File: src/rtl/uart_pkg.sv
// Shared types and default frame constants for the UART core.
package uart_pkg;

    localparam int DEF_DATA_BITS    = 8;
    localparam int DEF_CLKS_PER_BIT = 16;
    localparam int DEF_STOP_BITS    = 1;

    typedef enum logic [2:0] {
        TX_IDLE,
        TX_START,
        TX_DATA,
        TX_PARITY,
        TX_STOP
    } tx_state_t;

    typedef enum logic [2:0] {
        RX_IDLE,
        RX_START,
        RX_DATA,
        RX_PARITY,
        RX_STOP,
        RX_WAIT_HIGH
    } rx_state_t;

endpackage

File: src/rtl/uart_bit_timer.sv
// Bit-period divider: start clears the count, half/full ticks mark the bit centre and bit end.
module uart_bit_timer
    import uart_pkg::*;
#(
    parameter int CLKS_PER_BIT = DEF_CLKS_PER_BIT
) (
    input  logic clk,
    input  logic reset,
    input  logic start,
    input  logic run,
    output logic half_tick,
    output logic full_tick
);

    localparam int CW = $clog2(CLKS_PER_BIT);

    logic [CW-1:0] cnt;

    assign half_tick = run && (cnt == CW'(CLKS_PER_BIT / 2 - 1));
    assign full_tick = run && (cnt == CW'(CLKS_PER_BIT - 1));

    always_ff @(posedge clk) begin
        if (!reset) begin
            cnt <= '0;
        end else if (start) begin
            cnt <= '0;
        end else if (run) begin
            cnt <= full_tick ? '0 : cnt + 1'b1;
        end
    end

endmodule

File: src/rtl/uart_core.sv
// Full-duplex UART: independent TX and RX state machines sharing only the clock and reset.
// Even parity on both directions is enabled by defining UART_CORE_PARITY_EN.
module uart_core
    import uart_pkg::*;
#(
    parameter int DATA_BITS    = DEF_DATA_BITS,
    parameter int CLKS_PER_BIT = DEF_CLKS_PER_BIT,
    parameter int STOP_BITS    = DEF_STOP_BITS
) (
    input  logic                 clk,
    input  logic                 reset,
    input  logic [DATA_BITS-1:0] tx_data,
    input  logic                 tx_valid,
    output logic                 tx_ready,
    output logic                 tx,
    input  logic                 rx,
    output logic [DATA_BITS-1:0] rx_data,
    output logic                 rx_valid,
    output logic                 rx_frame_err,
    output logic                 rx_parity_err
);

`ifdef UART_CORE_PARITY_EN
    localparam bit PARITY_EN = 1'b1;
`else
    localparam bit PARITY_EN = 1'b0;
`endif

    localparam int            BW        = $clog2(DATA_BITS + 1);
    localparam logic [BW-1:0] LAST_DATA = BW'(DATA_BITS - 1);
    localparam logic [BW-1:0] LAST_STOP = BW'(STOP_BITS - 1);

    tx_state_t            tx_state, tx_state_nx;
    logic [DATA_BITS-1:0] tx_shift;
    logic [BW-1:0]        tx_bit_cnt;
    logic                 tx_par, tx_armed, tx_fire, tx_tick, tx_half_unused;

    // A word moves on a rising edge where tx_valid && tx_ready; tx_valid may not wait on tx_ready,
    // and tx_data is sampled only on that edge.
    assign tx_ready = tx_armed && (tx_state == TX_IDLE);
    assign tx_fire  = tx_valid && tx_ready;

    uart_bit_timer #(.CLKS_PER_BIT(CLKS_PER_BIT)) u_tx_timer (
        .clk       (clk),
        .reset     (reset),
        .start     (tx_fire),
        .run       (tx_state != TX_IDLE),
        .half_tick (tx_half_unused),
        .full_tick (tx_tick)
    );

    always_comb begin
        tx_state_nx = tx_state;
        tx          = 1'b1;
        case (tx_state)
            TX_IDLE:   if (tx_fire) tx_state_nx = TX_START;
            TX_START: begin
                tx = 1'b0;
                if (tx_tick) tx_state_nx = TX_DATA;
            end
            TX_DATA: begin
                tx = tx_shift[0];
                if (tx_tick && tx_bit_cnt == LAST_DATA) tx_state_nx = PARITY_EN ? TX_PARITY : TX_STOP;
            end
            TX_PARITY: begin
                tx = tx_par;
                if (tx_tick) tx_state_nx = TX_STOP;
            end
            TX_STOP:   if (tx_tick && tx_bit_cnt == LAST_STOP) tx_state_nx = TX_IDLE;
            default:   tx_state_nx = TX_IDLE;
        endcase
    end

    // tx_armed keeps tx_ready low through reset and lifts it on the first released edge.
    always_ff @(posedge clk) begin
        if (!reset) begin
            tx_state   <= TX_IDLE;
            tx_armed   <= 1'b0;
            tx_shift   <= '0;
            tx_par     <= 1'b0;
            tx_bit_cnt <= '0;
        end else begin
            tx_state <= tx_state_nx;
            tx_armed <= 1'b1;
            if (tx_fire) begin
                tx_shift   <= tx_data;
                tx_par     <= ^tx_data;
                tx_bit_cnt <= '0;
            end else if (tx_tick) begin
                if (tx_state == TX_DATA) begin
                    tx_shift   <= tx_shift >> 1;
                    tx_bit_cnt <= (tx_bit_cnt == LAST_DATA) ? '0 : tx_bit_cnt + 1'b1;
                end else if (tx_state == TX_STOP) begin
                    tx_bit_cnt <= tx_bit_cnt + 1'b1;
                end
            end
        end
    end

    rx_state_t            rx_state, rx_state_nx;
    logic [DATA_BITS-1:0] rx_shift;
    logic [BW-1:0]        rx_bit_cnt;
    logic                 rx_s1, rx_s2, rx_par_bad, rx_half, rx_tick, rx_run, rx_tmr_start, rx_stop_eval;

    assign rx_run       = rx_state inside {RX_START, RX_DATA, RX_PARITY, RX_STOP};
    assign rx_stop_eval = (rx_state == RX_STOP) && rx_tick;
    // Restarting at the start-bit centre makes every later full tick land on a bit centre.
    assign rx_tmr_start = ((rx_state == RX_IDLE) && !rx_s2) ||
                          ((rx_state == RX_START) && rx_half && !rx_s2);

    uart_bit_timer #(.CLKS_PER_BIT(CLKS_PER_BIT)) u_rx_timer (
        .clk       (clk),
        .reset     (reset),
        .start     (rx_tmr_start),
        .run       (rx_run),
        .half_tick (rx_half),
        .full_tick (rx_tick)
    );

    always_comb begin
        rx_state_nx = rx_state;
        case (rx_state)
            RX_IDLE:      if (!rx_s2) rx_state_nx = RX_START;
            RX_START:     if (rx_half) rx_state_nx = rx_s2 ? RX_IDLE : RX_DATA;
            RX_DATA:      if (rx_tick && rx_bit_cnt == LAST_DATA) rx_state_nx = PARITY_EN ? RX_PARITY : RX_STOP;
            RX_PARITY:    if (rx_tick) rx_state_nx = RX_STOP;
            RX_STOP:      if (rx_tick) rx_state_nx = rx_s2 ? RX_IDLE : RX_WAIT_HIGH;
            RX_WAIT_HIGH: if (rx_s2) rx_state_nx = RX_IDLE;
            default:      rx_state_nx = RX_IDLE;
        endcase
    end

    always_ff @(posedge clk) begin
        if (!reset) begin
            rx_state     <= RX_IDLE;
            rx_s1        <= 1'b1;
            rx_s2        <= 1'b1;
            rx_shift     <= '0;
            rx_bit_cnt   <= '0;
            rx_par_bad   <= 1'b0;
            rx_data      <= '0;
            rx_valid     <= 1'b0;
            rx_frame_err <= 1'b0;
        end else begin
            rx_s1        <= rx;
            rx_s2        <= rx_s1;
            rx_state     <= rx_state_nx;
            rx_valid     <= 1'b0;
            rx_frame_err <= 1'b0;
            case (rx_state)
                RX_IDLE: begin
                    rx_bit_cnt <= '0;
                    rx_par_bad <= 1'b0;
                end
                RX_DATA: if (rx_tick) begin
                    rx_shift   <= {rx_s2, rx_shift[DATA_BITS-1:1]};
                    rx_bit_cnt <= (rx_bit_cnt == LAST_DATA) ? '0 : rx_bit_cnt + 1'b1;
                end
                RX_PARITY: if (rx_tick) rx_par_bad <= ^{rx_s2, rx_shift};
                RX_STOP: if (rx_tick) begin
                    if (!rx_s2) begin
                        rx_frame_err <= 1'b1;
                    end else if (!(PARITY_EN && rx_par_bad)) begin
                        rx_data  <= rx_shift;
                        rx_valid <= 1'b1;
                    end
                end
                default: ;
            endcase
        end
    end

`ifdef UART_CORE_PARITY_EN
    always_ff @(posedge clk) begin
        if (!reset) rx_parity_err <= 1'b0;
        else        rx_parity_err <= rx_stop_eval && rx_par_bad;
    end
`else
    assign rx_parity_err = 1'b0;
`endif

endmodule

File: config.mk
export PLATFORM = sky130hd
export DESIGN_NAME = uart_core
export DESIGN_NICKNAME = d
export VERILOG_FILES = /design/src/rtl/uart_pkg.sv /design/src/rtl/uart_bit_timer.sv /design/src/rtl/uart_core.sv
export SDC_FILE = /design/constraint.sdc
export NUM_CORES = 1
export LEC_CHECK = 0
export ABC_AREA = 1
export CAP_MARGIN = 10
export CELL_PAD_IN_SITES_DETAIL_PLACEMENT = 2
export CELL_PAD_IN_SITES_GLOBAL_PLACEMENT = 2
export CORE_UTILIZATION = 32
export DETAILED_ROUTE_END_ITERATION = 8
export HOLD_SLACK_MARGIN = 0.02
export PLACE_DENSITY = 0.9
export SETUP_SLACK_MARGIN = 0.15
export SLEW_MARGIN = 30
export SYNTH_ARGS = -nofsm -noshare
export SYNTH_HDL_FRONTEND = slang
export SYNTH_SLANG_ARGS = --single-unit
File: constraint.sdc
create_clock -name clk -period 1.6 [get_ports clk]
set_input_delay 0.24 -clock clk [delete_from_list [all_inputs] [get_ports clk]]
set_output_delay 0.24 -clock clk [all_outputs]
set_load 0.05 [all_outputs]
# --- Word-level counts from Yosys, hierarchy flattened ---
# Cells that the tools add are included.
op_classes:
  reduce_logical: 33
  n_addsub: 4
  bitwise_logic: 1
  eq_ne: 26
  muxes: 30
ops:
  columns: ["operator", "count"]
  rows:
  - ["$mux W3", 12]
  - ["$mux W4", 7]
  - ["$mux W8", 3]
  - ["$ne A2 B2 Y1 const B", 11]
  - ["$pmux W3 S6", 1]
  - ["$add A4 B1 Y4 const B", 4]
  - ["$pmux W3 S5", 1]
  - ["$eq A3 B2 Y1 const B", 4]
  - ["$eq A4 B3 Y1 const B", 3]
  - ["$logic_and A1 B1 Y1", 11]
  - ["$eq A3 B3 Y1 const B", 3]
  - ["$eq A4 B4 Y1 const B", 2]
  - ["$pmux W4 S2", 1]
  - ["$reduce_and A2 Y1", 4]
  - ["$reduce_bool A2 Y1", 4]
  - ["$reduce_xor A8 Y1", 1]
  - ["$eq A3 B1 Y1 const B", 2]
  - ["$logic_not A3 Y1", 2]
  - ["$reduce_and A3 Y1", 2]
  - ["$reduce_and A6 Y1", 1]
  - ["$reduce_and A5 Y1", 1]
  - ["$logic_not A4 Y1", 1]
  - ["$reduce_bool A4 Y1", 1]
  - ["$reduce_or A2 Y1", 2]
  - ["other kinds (8)", 10]
totals:
  register_bits: 52
  output_inout_bits: 13
  inputBits: 12

# --- Depth between registers and ports, before layout ---
# Gate-level depths: netlist of run 1.
depth:
  word_depth: 7
  mapped_depth: 10
  depth_no_buf: 10

# --- Modules after synthesis ---
# From an unflattened synthesis of run 1, not the netlist that was laid out.
unflattened:
  cells_unflattened: 376
  hier_area_um2: 2597.5
by_module_without_submodules:
  columns: ["mod", "instances", "area_each_um2", "cells_per_inst"]
  rows:
  - ["uart_core", 1, 2192.1, 314]
  - ["uart_bit_timer", 2, 202.7, 31]

# --- Worst setup path before layout of run 1 ---
# No wires, ideal clock.
synth_timing:
  path_type: "flip-flop to flip-flop"
  start: "register tx_state[1]"
  end: "register tx_bit_cnt[3]"
  period_less_slack_ns: 1.782
  required_ns: 1.479
  t_arrival_ns: 1.662
  path_slack_ns: -0.182
  path_stages_with_launch: 10
  cell_sequence: "dfxtp_1 > nor2_2 > nand2_2 > nor2_2 > nand2_2 > buf_6 > nand2_4 > inv_1 > o21ai_1 > nor3b_1"
synth_via:
  elab_chain_len: 4
  word_cells_on_any_way: 11
synth_rtl:
  columns: ["item", "line", "source"]
  rows:
  - ["start: declaration", "uart_core.sv:33", "tx_state_t tx_state, tx_state_nx;"]
  - ["start signal: assignment", "uart_core.sv:83", "tx_state <= tx_state_nx;"]
  - ["$logic_not A3 Y1", "uart_core.sv:40", "assign tx_ready = tx_armed && (tx_state == TX_IDLE);"]
  - ["$logic_and A1 B1 Y1", "uart_core.sv:40", null]
  - ["net tx_ready", "uart_core.sv:14", "output logic tx_ready,"]
  - ["$logic_and A1 B1 Y1", "uart_core.sv:41", "assign tx_fire = tx_valid && tx_ready;"]
  - ["$reduce_or A2 Y1 (no source line)", null, null]
  - ["end signal: assignment", "uart_core.sv:92", "tx_bit_cnt <= (tx_bit_cnt == LAST_DATA) ? '0 : tx_bit_cnt + 1'b1;"]
  - ["end signal: assignment", "uart_core.sv:94", "tx_bit_cnt <= tx_bit_cnt + 1'b1;"]
  - ["end: declaration", "uart_core.sv:35", "logic [BW-1:0] tx_bit_cnt;"]
# The timed path passes the listed nets, and every way through them passes these cells.
# A chain may end at the register's enable or synchronous reset.

# --- Worst setup path in the final report of run 1 ---
layout_timing:
  start: "register rx_bit_cnt[1]"
  end: "register rx_state[2]"
layout_via:
  elab_chain_len: 4
layout_rtl:
  columns: ["item", "line", "source"]
  rows:
  - ["start: declaration", "uart_core.sv:102", "logic [BW-1:0] rx_bit_cnt;"]
  - ["start signal: assignment", "uart_core.sv:157", "rx_bit_cnt <= (rx_bit_cnt == LAST_DATA) ? '0 : rx_bit_cnt + 1'b1;"]
  - ["$eq A4 B3 Y1", "uart_core.sv:125", "RX_DATA: if (rx_tick && rx_bit_cnt == LAST_DATA) rx_state_nx = PARITY_EN ? RX_PARITY : RX_STOP;"]
  - ["$logic_and A1 B1 Y1", "uart_core.sv:125", null]
  - ["$ne A2 B1 Y1 (no source line)", null, null]
  - ["$reduce_and A6 Y1 (no source line)", null, null]
  - ["end signal: assignment", "uart_core.sv:147", "rx_state <= rx_state_nx;"]
  - ["end: declaration", "uart_core.sv:100", "rx_state_t rx_state, rx_state_nx;"]
# No other way between the ends.

==> run_results.csv, run 1 <==
group,metric,value,unit
status,status,"finished with violations",
status,violations,"negative setup slack",
worst_setup_path,critPathRequiredTime,1.87,ns
routing,dr.pass1.iters,4,
power,netSwitchingFraction,42.05,%
routing,num_vias,2989,
cts,numCtsBuffers,5,
worst_setup_path,cp.arrival,1.94,ns
worst_setup_path,crit_path_start,"rx_bit_cnt[1]",
sta,setup_violations,9,
cts,hold_buffers,0,
floorplanning,die_w,91.36,um
logic_synthesis,syn_nets,379,
logic_synthesis,yosysUniqueCellTypes,36,
power,pwr-share-comb,41.2,%
sta,rsz0062_at_grt,"true",
logic_synthesis,yosys_warnings,0,
worst_hold_path,worstHoldPathType,"flip-flop to flip-flop",
placement,post-dp-hpwl,6183,um
sta,fin_skew,0.01845,ns
routing,postRouteAntennaNets,0,
power,peakVddDrop,0.3980,mV
sta,relSlewSlack,62.42,%
finish,syn_to_final_growth,61.02,%
logic_synthesis,synth_area_leaders,"dfxtp_1 41%, nand2_1 17%, a21oi_1 6.5%",
grt,antenna_found_initial,0,
sta,fmax,598.3,MHz
finish,nets,455,
floorplanning,std_cell_rows,32,
grt,grt_overflow_total,0,
finish,diodes,0,
sta,finalCritPeriodShare,104.5,%
finish,fin_cells,541,
worst_setup_path,worstReg2RegStart,"rx_bit_cnt[1]",
placement,dp_cells,496,
power,p_leak,1.703,nW
worst_setup_path,crit_path_start_kind,"flip-flop",
logic_synthesis,ys_seq_area_share,40.74,%
routing,viasPerCell,5.525,
floorplanning,die_h,91.36,um
flow_run,maxCapViolCount,0,
cts,cts.reportedPaths.clkPinSlew,0.13,ns
worst_setup_path,r2r.worst_path.cells,7,
logic_synthesis,synth_top_area_share,40.74,%
grt,grt_pass1_vias,3198,
power,seq_power_share,36.9,%
sta,finalCriticalPeriod,1.671,ns
floorplanning,ios,25,
routing,drt_iter0_markers,121,
sta,hold_viol_final,0,
grt,grt_pass1_wl,18950,um
worst_hold_path,worstHoldPathCells,1,
sta,holdWs,0.4843,ns
finish,final_area,4114,um2
floorplanning,design.die.area,8346,um2
worst_setup_path,r2r-end,"rx_state[2]",
finish,drive_above_1_share,52.39,%
logic_synthesis,synth_area,2555,um2
cts,cts.sinks,52,
worst_setup_path,crit_path_end,"rx_state[2]",
logic_synthesis,syn_inst,362,
placement,post_dp_cell_area,3033,um2
floorplanning,start_util,33.06,%
cts,worst_skew_pair.late_latency,0.34,ns
cts,clockBufferDepth,2,
placement,place.gp.congestion,0.7253,
worst_setup_path,critical_path_class,"flip-flop to flip-flop",
finish,finish.utilization,53.24,%
logic_synthesis,yosysTopAreaCell,"dfxtp_1",
worst_setup_path,cp_max_fo,4,
sta,drv_slew,0,
worst_setup_path,r2r_setup_slack,-0.07,ns
routing,drc,0,
grt,grt_use_total,30.64,%
sta,tightestPinTransition,0.5613,ns
cts,htreeDepth,2,
power,power.share.clock,21.9,%
cts,cts_tree,"yes",
sta,setup_slack,-0.07146,ns
worst_setup_path,crit_path_end_kind,"flip-flop",
floorplanning,core_area,7727,um2
power,powerDensity,997.3,nW/um2
power,cell_internal_pwr,2.377,mW
sta,final.setup.tns,-0.2761,ns
logic_synthesis,synth_seq_cells,52,
placement,numPortBuffers,23,
power,total_power,4.103,mW
logic_synthesis,syn_avg_cell_area,7.058,um2
cts,clockRootBuffer,"clkbuf_8",
grt,grt_max_degree,21,
routing,post_drt_wl_per_cell,27.28,um
power,switching_power,1.725,mW
placement,preCtsSetupSlack,-0.08767,ns
routing,routed_wl,14760,um
-- routing by layer --
| metal | wire (um) | global-route usage [%] |
|---|---|---|
| met1 | 5860 | 34.40 |
| met2 | 7694 | 58.90 |
| met3 | 653 | 4.858 |
| met4 | 552 | 8.862 |
| met5 | 0 | 0 |
-- state kept, by name (all words and copies together), names as in the netlist --
name / cells
tx_bit_cnt: 4
tx_state: 3
rx_frame_err: 1
rx_s1: 1
rx_shift: 8
u_tx_timer.cnt: 4
tx_par: 1
tx_shift: 8
rx_bit_cnt: 4
rx_state: 3
rx_s2: 1
u_rx_timer.cnt: 4
tx_armed: 1
rx_data: 8
rx_valid: 1
-- cell usage in the layout, fill, tap and decap left out, drive strengths merged, types with 2 or more instances in the layout --
master	instances
o21ai	10
a21oi	34
nand2	125
o21a	2
nor3b	2
dfxtp	52
inv	33
nand3	20
nor3	7
xnor2	4
or2	4
nand4	5
ha	5
nor2	41
clkbuf	5
xor2	5
clkdlybuf4s50	11
buf	65
-- power by group through the flow --
stage          Sequential, mW  Combinational, mW  Clock [mW]
2_1_floorplan            1.46              0.628           0
3_3_place_gp             1.47              0.934           0
3_5_place_dp             1.48              0.995           0
4_1_cts                  1.47               1.21       0.881
5_1_grt                  1.52               1.75       0.949
6_report                 1.51               1.69       0.900
-- cell families (layout without fill, tap and decap cells) --
logic type | Yosys count | in the layout | synth area share, %
AOI/OAI and AO/OA | 50 | 50 | 10.63
DFF | 52 | 52 | 40.74
buffers and inverters | 40 | 116 | 6.807
and+or+nand+nor | 205 | 206 | 36.14
adders and majority gates | 5 | 5 | 2.449
other | 1 | 1 | 0.1468
xor gates and xnor gates | 9 | 9 | 3.085
-- what timing repair did --
| action | in CTS | in global routing |
|---|---|---|
| setup endpoints to repair | 39 | 44 |
| cloned | 1 | 0 |
| setup buffers | 22 | 14 |
| pin swaps | 21 | 23 |
| gates resized for setup | 67 | 136 |
-- Yosys cell counts (all sizes together) --
master  number
a211oi       1
a21oi       34
a22oi        1
and3         1
buf          5
clkbuf       3
conb         1
dfxtp       52
ha           5
inv         32
nand2      124
nand3       20
nand3b       1
nand4        5
nor2        41
nor3         7
nor3b        2
o211ai       1
o21a         2
o21ai       10
o22ai        1
or2          4
xnor2        4
xor2         5
-- worst max-delay path: stages, from the launching register on --
cell      delay [ns]
dfxtp_1         0.43
ha_2            0.28
nand3b_1        0.14
nand2_2         0.16
nand2_2         0.09
nor2_4          0.18
nand3_2         0.12
a21oi_2         0.20
-- worst min path at each step --
stage	startpoint	end	slack (ns)
2_1_floorplan	reset	tx_armed	0.27
3_3_place_gp	rx_s1	rx_s2	0.40
3_5_place_dp	rx_s1	rx_s2	0.43
4_1_cts	rx_s1	rx_s2	0.46
5_1_grt	rx_s1	rx_s2	0.49
6_report	rx_s1	rx_s2	0.48
-- final cells by class --
cell class,instances,area [um2]
multi-input combinational,271,1951
clock inverter,3,28.78
clock buffer,5,68.82
timing repair buffer,76,718.2
inverter,32,148.9
fill,819,3613
tap,102,127.6
sequential,52,1071
No activity file was read; power rests on OpenSTA's default activity.
==> run 2, diff against run 1 <==
--- a/config.mk
+++ b/config.mk
@@ -9,10 +9,11 @@
 export CAP_MARGIN = 10
 export CELL_PAD_IN_SITES_DETAIL_PLACEMENT = 2
 export CELL_PAD_IN_SITES_GLOBAL_PLACEMENT = 2
-export CORE_UTILIZATION = 32
+export CORE_UTILIZATION = 35
 export DETAILED_ROUTE_END_ITERATION = 8
+export DONT_BUFFER_PORTS = 1
 export HOLD_SLACK_MARGIN = 0.02
-export PLACE_DENSITY = 0.9
+export PLACE_DENSITY = 0.88
 export SETUP_SLACK_MARGIN = 0.15
 export SLEW_MARGIN = 30
 export SYNTH_ARGS = -nofsm -noshare
==> run 2 against run 1 <==
Against the previous run: the run now fails in 5_1_grt; synthesized cell count stayed put; synthesized area did not move.
==> run_results.csv, run 2 <==
group,metric,value,unit
logic_synthesis,synth_seq_cells,52,
status,stop_error,"[ERROR DPL-0033] detailed placement checks failed during check placement.",
floorplanning,start_util,36.99,%
cts,numCtsBuffers,5,
logic_synthesis,ys_async_sr_fraction,0,%
floorplanning,std_cell_rows,30,
placement,post_dp_cell_area,2730,um2
sta,worst_endpoint,"rx_data[2]$_SDFFE_PN0P_/D",
logic_synthesis,synth_top_area_share,40.74,%
cts,clockBufferDepth,2,
floorplanning,die_w,87.44,um
logic_synthesis,yosysTopAreaCell,"dfxtp_1",
placement,dp_cells,461,
sta,worstEpCategory,"register data pin",
grt,grt_max_degree,23,
status,stop_stage,"5_1_grt",
logic_synthesis,ys_seq_area_share,40.74,%
logic_synthesis,yosysMostFrequentCell,"nand2_1",
placement,place.gp.congestion,0.7770,
cts,cts.sinks,52,
cts,htreeDepth,2,
placement,post-dp-hpwl,5343,um
logic_synthesis,syn_inst,362,
logic_synthesis,syn_nets,379,
floorplanning,die_h,87.44,um
grt,antenna_found_initial,0,
cts,clockRootBuffer,"clkbuf_8",
logic_synthesis,synth_area,2555,um2
floorplanning,ios,25,
logic_synthesis,synth-main-ff-cell,"dfxtp_1",
logic_synthesis,yosys_warnings,0,
logic_synthesis,syn_avg_cell_area,7.058,um2
logic_synthesis,yosysUniqueCellTypes,36,
logic_synthesis,synthTopCellsByCount,"117 x nand2_1, 52 x dfxtp_1, 36 x nor2_1",
logic_synthesis,synth_area_leaders,"dfxtp_1 41%, nand2_1 17%, a21oi_1 6.5%",
logic_synthesis,synth_edf_count,0,
status,status,"stopped before the end",
placement,numPortBuffers,0,
[run 2: cell counts after synthesis]
Identical to the previous run, type by type.
[run 2: through the flow]
step	TNS [ns]	setup slack [ns]	utilization, %
floorplan	0	0.1163	-
global placement	0	0.06657	39.53
detailed placement	-0.3425	-0.04317	39.53
CTS	0	0.05964	49.57
[run 2: kinds of logic after synthesis]
| group | count (synthesis) | share of synthesized area (%) |
|---|---|---|
| buf+inv | 40 | 6.807 |
| fa+ha+maj | 5 | 2.449 |
| flops | 52 | 40.74 |
| xor+xnor | 9 | 3.085 |
| other cells | 1 | 0.1468 |
| compound gates | 50 | 10.63 |
| simple gates | 205 | 36.14 |
[run 2: timing repair]
item                       4_1_cts
hold endpoints to repair         3
resized for setup               87
setup endpoints to repair       39
hold buffers                     2
cloned                           1
pin swaps                       27
setup buffers                   30
==> run 3, diff against run 2 <==
--- a/config.mk
+++ b/config.mk
@@ -7,14 +7,10 @@
 export LEC_CHECK = 0
 export ABC_AREA = 1
 export CAP_MARGIN = 10
-export CELL_PAD_IN_SITES_DETAIL_PLACEMENT = 2
-export CELL_PAD_IN_SITES_GLOBAL_PLACEMENT = 2
-export CORE_UTILIZATION = 35
+export CORE_UTILIZATION = 40
 export DETAILED_ROUTE_END_ITERATION = 8
 export DONT_BUFFER_PORTS = 1
-export HOLD_SLACK_MARGIN = 0.02
-export PLACE_DENSITY = 0.88
-export SETUP_SLACK_MARGIN = 0.15
+export PLACE_DENSITY_LB_ADDON = 0.15
 export SLEW_MARGIN = 30
 export SYNTH_ARGS = -nofsm -noshare
 export SYNTH_HDL_FRONTEND = slang
==> run 3 against run 2 <==
Against the previous run: the run now ends clean.
==> run_results.csv, run 3 (synthesized netlist as in run 1, its figures left out) <==
group,metric,value,unit
status,status,"finished, final reports clean",
finish,final_common_cell,"nand2_1",
routing,post_drt_wl_per_cell,11.01,um
finish,top_regs,"rx_data: 8 flops, rx_shift: 8 flops, tx_shift: 8 flops",
finish,num-fill-cells,615,
worst_setup_path,worst-path-buf-inv,3,
sta,drv_slew,0,
power,switching_power,1.046,mW
cts,cts.reportedPaths.clkPinSlew,0.10,ns
routing,routed_wl,5011,um
placement,numPortBuffers,0,
sta,rsz0062_at_grt,"true",
sta,fmax,641.2,MHz
grt,grt_pass1_wl,7948,um
power,pwr-share-comb,23.8,%
routing,postRouteAntennaNets,0,
worst_setup_path,critPathRequiredTime,1.36,ns
floorplanning,core_area,6026,um2
routing,drt_iter0_markers,110,
flow_run,maxCapViolCount,0,
finish,nets,396,
floorplanning,design.die.area,6711,um2
finish,diodes,0,
worst_setup_path,cpMaxStageDelayCell,"dfxtp_2",
power,cell_internal_pwr,2.474,mW
floorplanning,die_w,81.92,um
power,power.share.clock,35.0,%
routing,viasPerCell,4.835,
sta,relSlewSlack,55.22,%
cts,clockRootBuffer,"clkbuf_8",
cts,htreeDepth,2,
power,p_leak,1.292,nW
placement,place.gp.congestion,0.8055,
grt,grt_overflow_total,0,
cts,clockBufferDepth,2,
finish,drive_above_1_share,17.11,%
sta,hold_viol_final,0,
power,seq_power_share,41.2,%
grt,grt_max_degree,23,
floorplanning,die_h,81.92,um
worst_setup_path,cp.arrival,1.32,ns
floorplanning,start_util,42.40,%
routing,drc,0,
cts,worst_skew_pair.late_latency,0.30,ns
worst_setup_path,critical_path_class,"flip-flop to primary output",
routing,num_vias,2200,
finish,final_cell_mix,"114 x nand2_1, 46 x dfxtp_1, 33 x a21oi_1, 33 x nor2_1, 28 x inv_1",
worst_setup_path,path_delay_family,"flip-flops",
sta,setup_slack,0.04052,ns
grt,grt_use_total,15.21,%
floorplanning,ios,25,
power,netSwitchingFraction,29.71,%
worst_hold_path,min_to,"rx_s1",
cts,numCtsBuffers,5,
worst_setup_path,critPathMaxStageDelay,0.37,ns
worst_setup_path,crit_path_end_kind,"primary output",
worst_setup_path,crit_path_start_kind,"flip-flop",
worst_setup_path,r2r.worst_path.cells,8,
worst_setup_path,r2r_setup_slack,0.12,ns
grt,antenna_found_initial,0,
power,peakVddDrop,0.5410,mV
worst_setup_path,worstReg2RegStart,"u_tx_timer.cnt[0]",
worst_hold_path,worstHoldPathCells,1,
worst_setup_path,r2r-end,"tx_shift[4]",
routing,dr.pass1.iters,4,
worst_hold_path,min_from,"rx",
floorplanning,std_cell_rows,28,
sta,finalCritPeriodShare,97.47,%
sta,setup_violations,0,
sta,finalCriticalPeriod,1.559,ns
sta,fin_skew,0.005464,ns
placement,post-dp-hpwl,3442,um
finish,syn_to_final_growth,16.41,%
power,powerDensity,1184,nW/um2
worst_setup_path,cp_max_fo,5,
sta,tightestPinTransition,0.6710,ns
placement,preCtsSetupSlack,0.04257,ns
worst_hold_path,worstHoldPathType,"input port to flip-flop",
grt,grt_pass1_vias,1853,
sta,final.setup.tns,0,ns
cts,cts.sinks,52,
cts,cts_tree,"yes",
worst_setup_path,crit_chain,"buf_6 -> inv_2 -> nor2_2 -> nand2_1 -> nor2_1 -> nor2_1 -> buf_6",
[run 3: worst max path at each step]
stage	startpoint	endpoint	slack, ns	cells after the start
floorplan	tx_state[1]	tx_bit_cnt[3]	0.007	9
global placement	u_tx_timer.cnt[0]	tx_shift[3]	0.09	8
detailed placement	rx_state[1]	rx_bit_cnt[3]	0.04	6
CTS	tx_state[1]	tx	0.02	7
global route	tx_state[1]	tx_bit_cnt[3]	-0.09	9
finish	tx_state[1]	tx	0.04	7
[run 3: power by group through the flow]
stage	sequential [mW]	combinational [mW]	clock [mW]
6_report	1.45	0.837	1.23
5_1_grt	1.46	0.932	1.32
4_1_cts	1.43	0.793	1.26
3_5_place_dp	1.46	0.769	0
3_3_place_gp	1.46	0.766	0
2_1_floorplan	1.45	0.596	0
[run 3: layout make-up]
cell class,count,area [um2],share of cell area [%]
clock buffers,5,68.82,2.314
clock inverters,3,90.09,3.029
inverters,32,120.1,4.039
multi-input cells,270,1395,46.91
flip-flops and latches,52,1049,35.25
well taps,75,93.84,3.155
repair buffers,18,157.7,5.301
[run 3: per-layer routing]
metal	wire (um)	GRT usage, %	vias to the layer above
met4	71	5.789	0
met3	115	3.667	4
li1	-	-	1181
met1	2503	19.11	990
met2	2320	24.96	25
met5	0	0	-
[run 3: through the flow]
step	std cells	instance area, um2	utilization, %	hold WS [ns]	power, mW
2_1_floorplan	362	2560	-	0.2677	2.050
4_1_cts	452	2892	47.99	0.02823	3.484
5_1_grt	455	2974	49.36	0.01858	3.710
3_3_place_gp	442	2710	44.98	0.2686	2.227
3_5_place_dp	442	2710	44.98	0.2689	2.231
6_report	455	2974	49.36	0.03550	3.520
[run 3: worst reg2reg max path, delay by kind of cell (launching register included)]
kind / cells / cell delay (ns)
simple gates: 4 / 0.42
flops: 1 / 0.37
compound gates: 2 / 0.30
fa+ha+maj: 1 / 0.20
buf+inv: 1 / 0.12
[run 3: repair_timing]
| action | 4_1_cts | 5_1_grt |
|---|---|---|
| hold endpoints to repair | 1 | 0 |
| setup buffers | 1 | 3 |
| endpoints found under the setup margin | 1 | 31 |
| pin swaps | 1 | 3 |
| hold buffers | 1 | 0 |
| gates resized for setup | 2 | 21 |
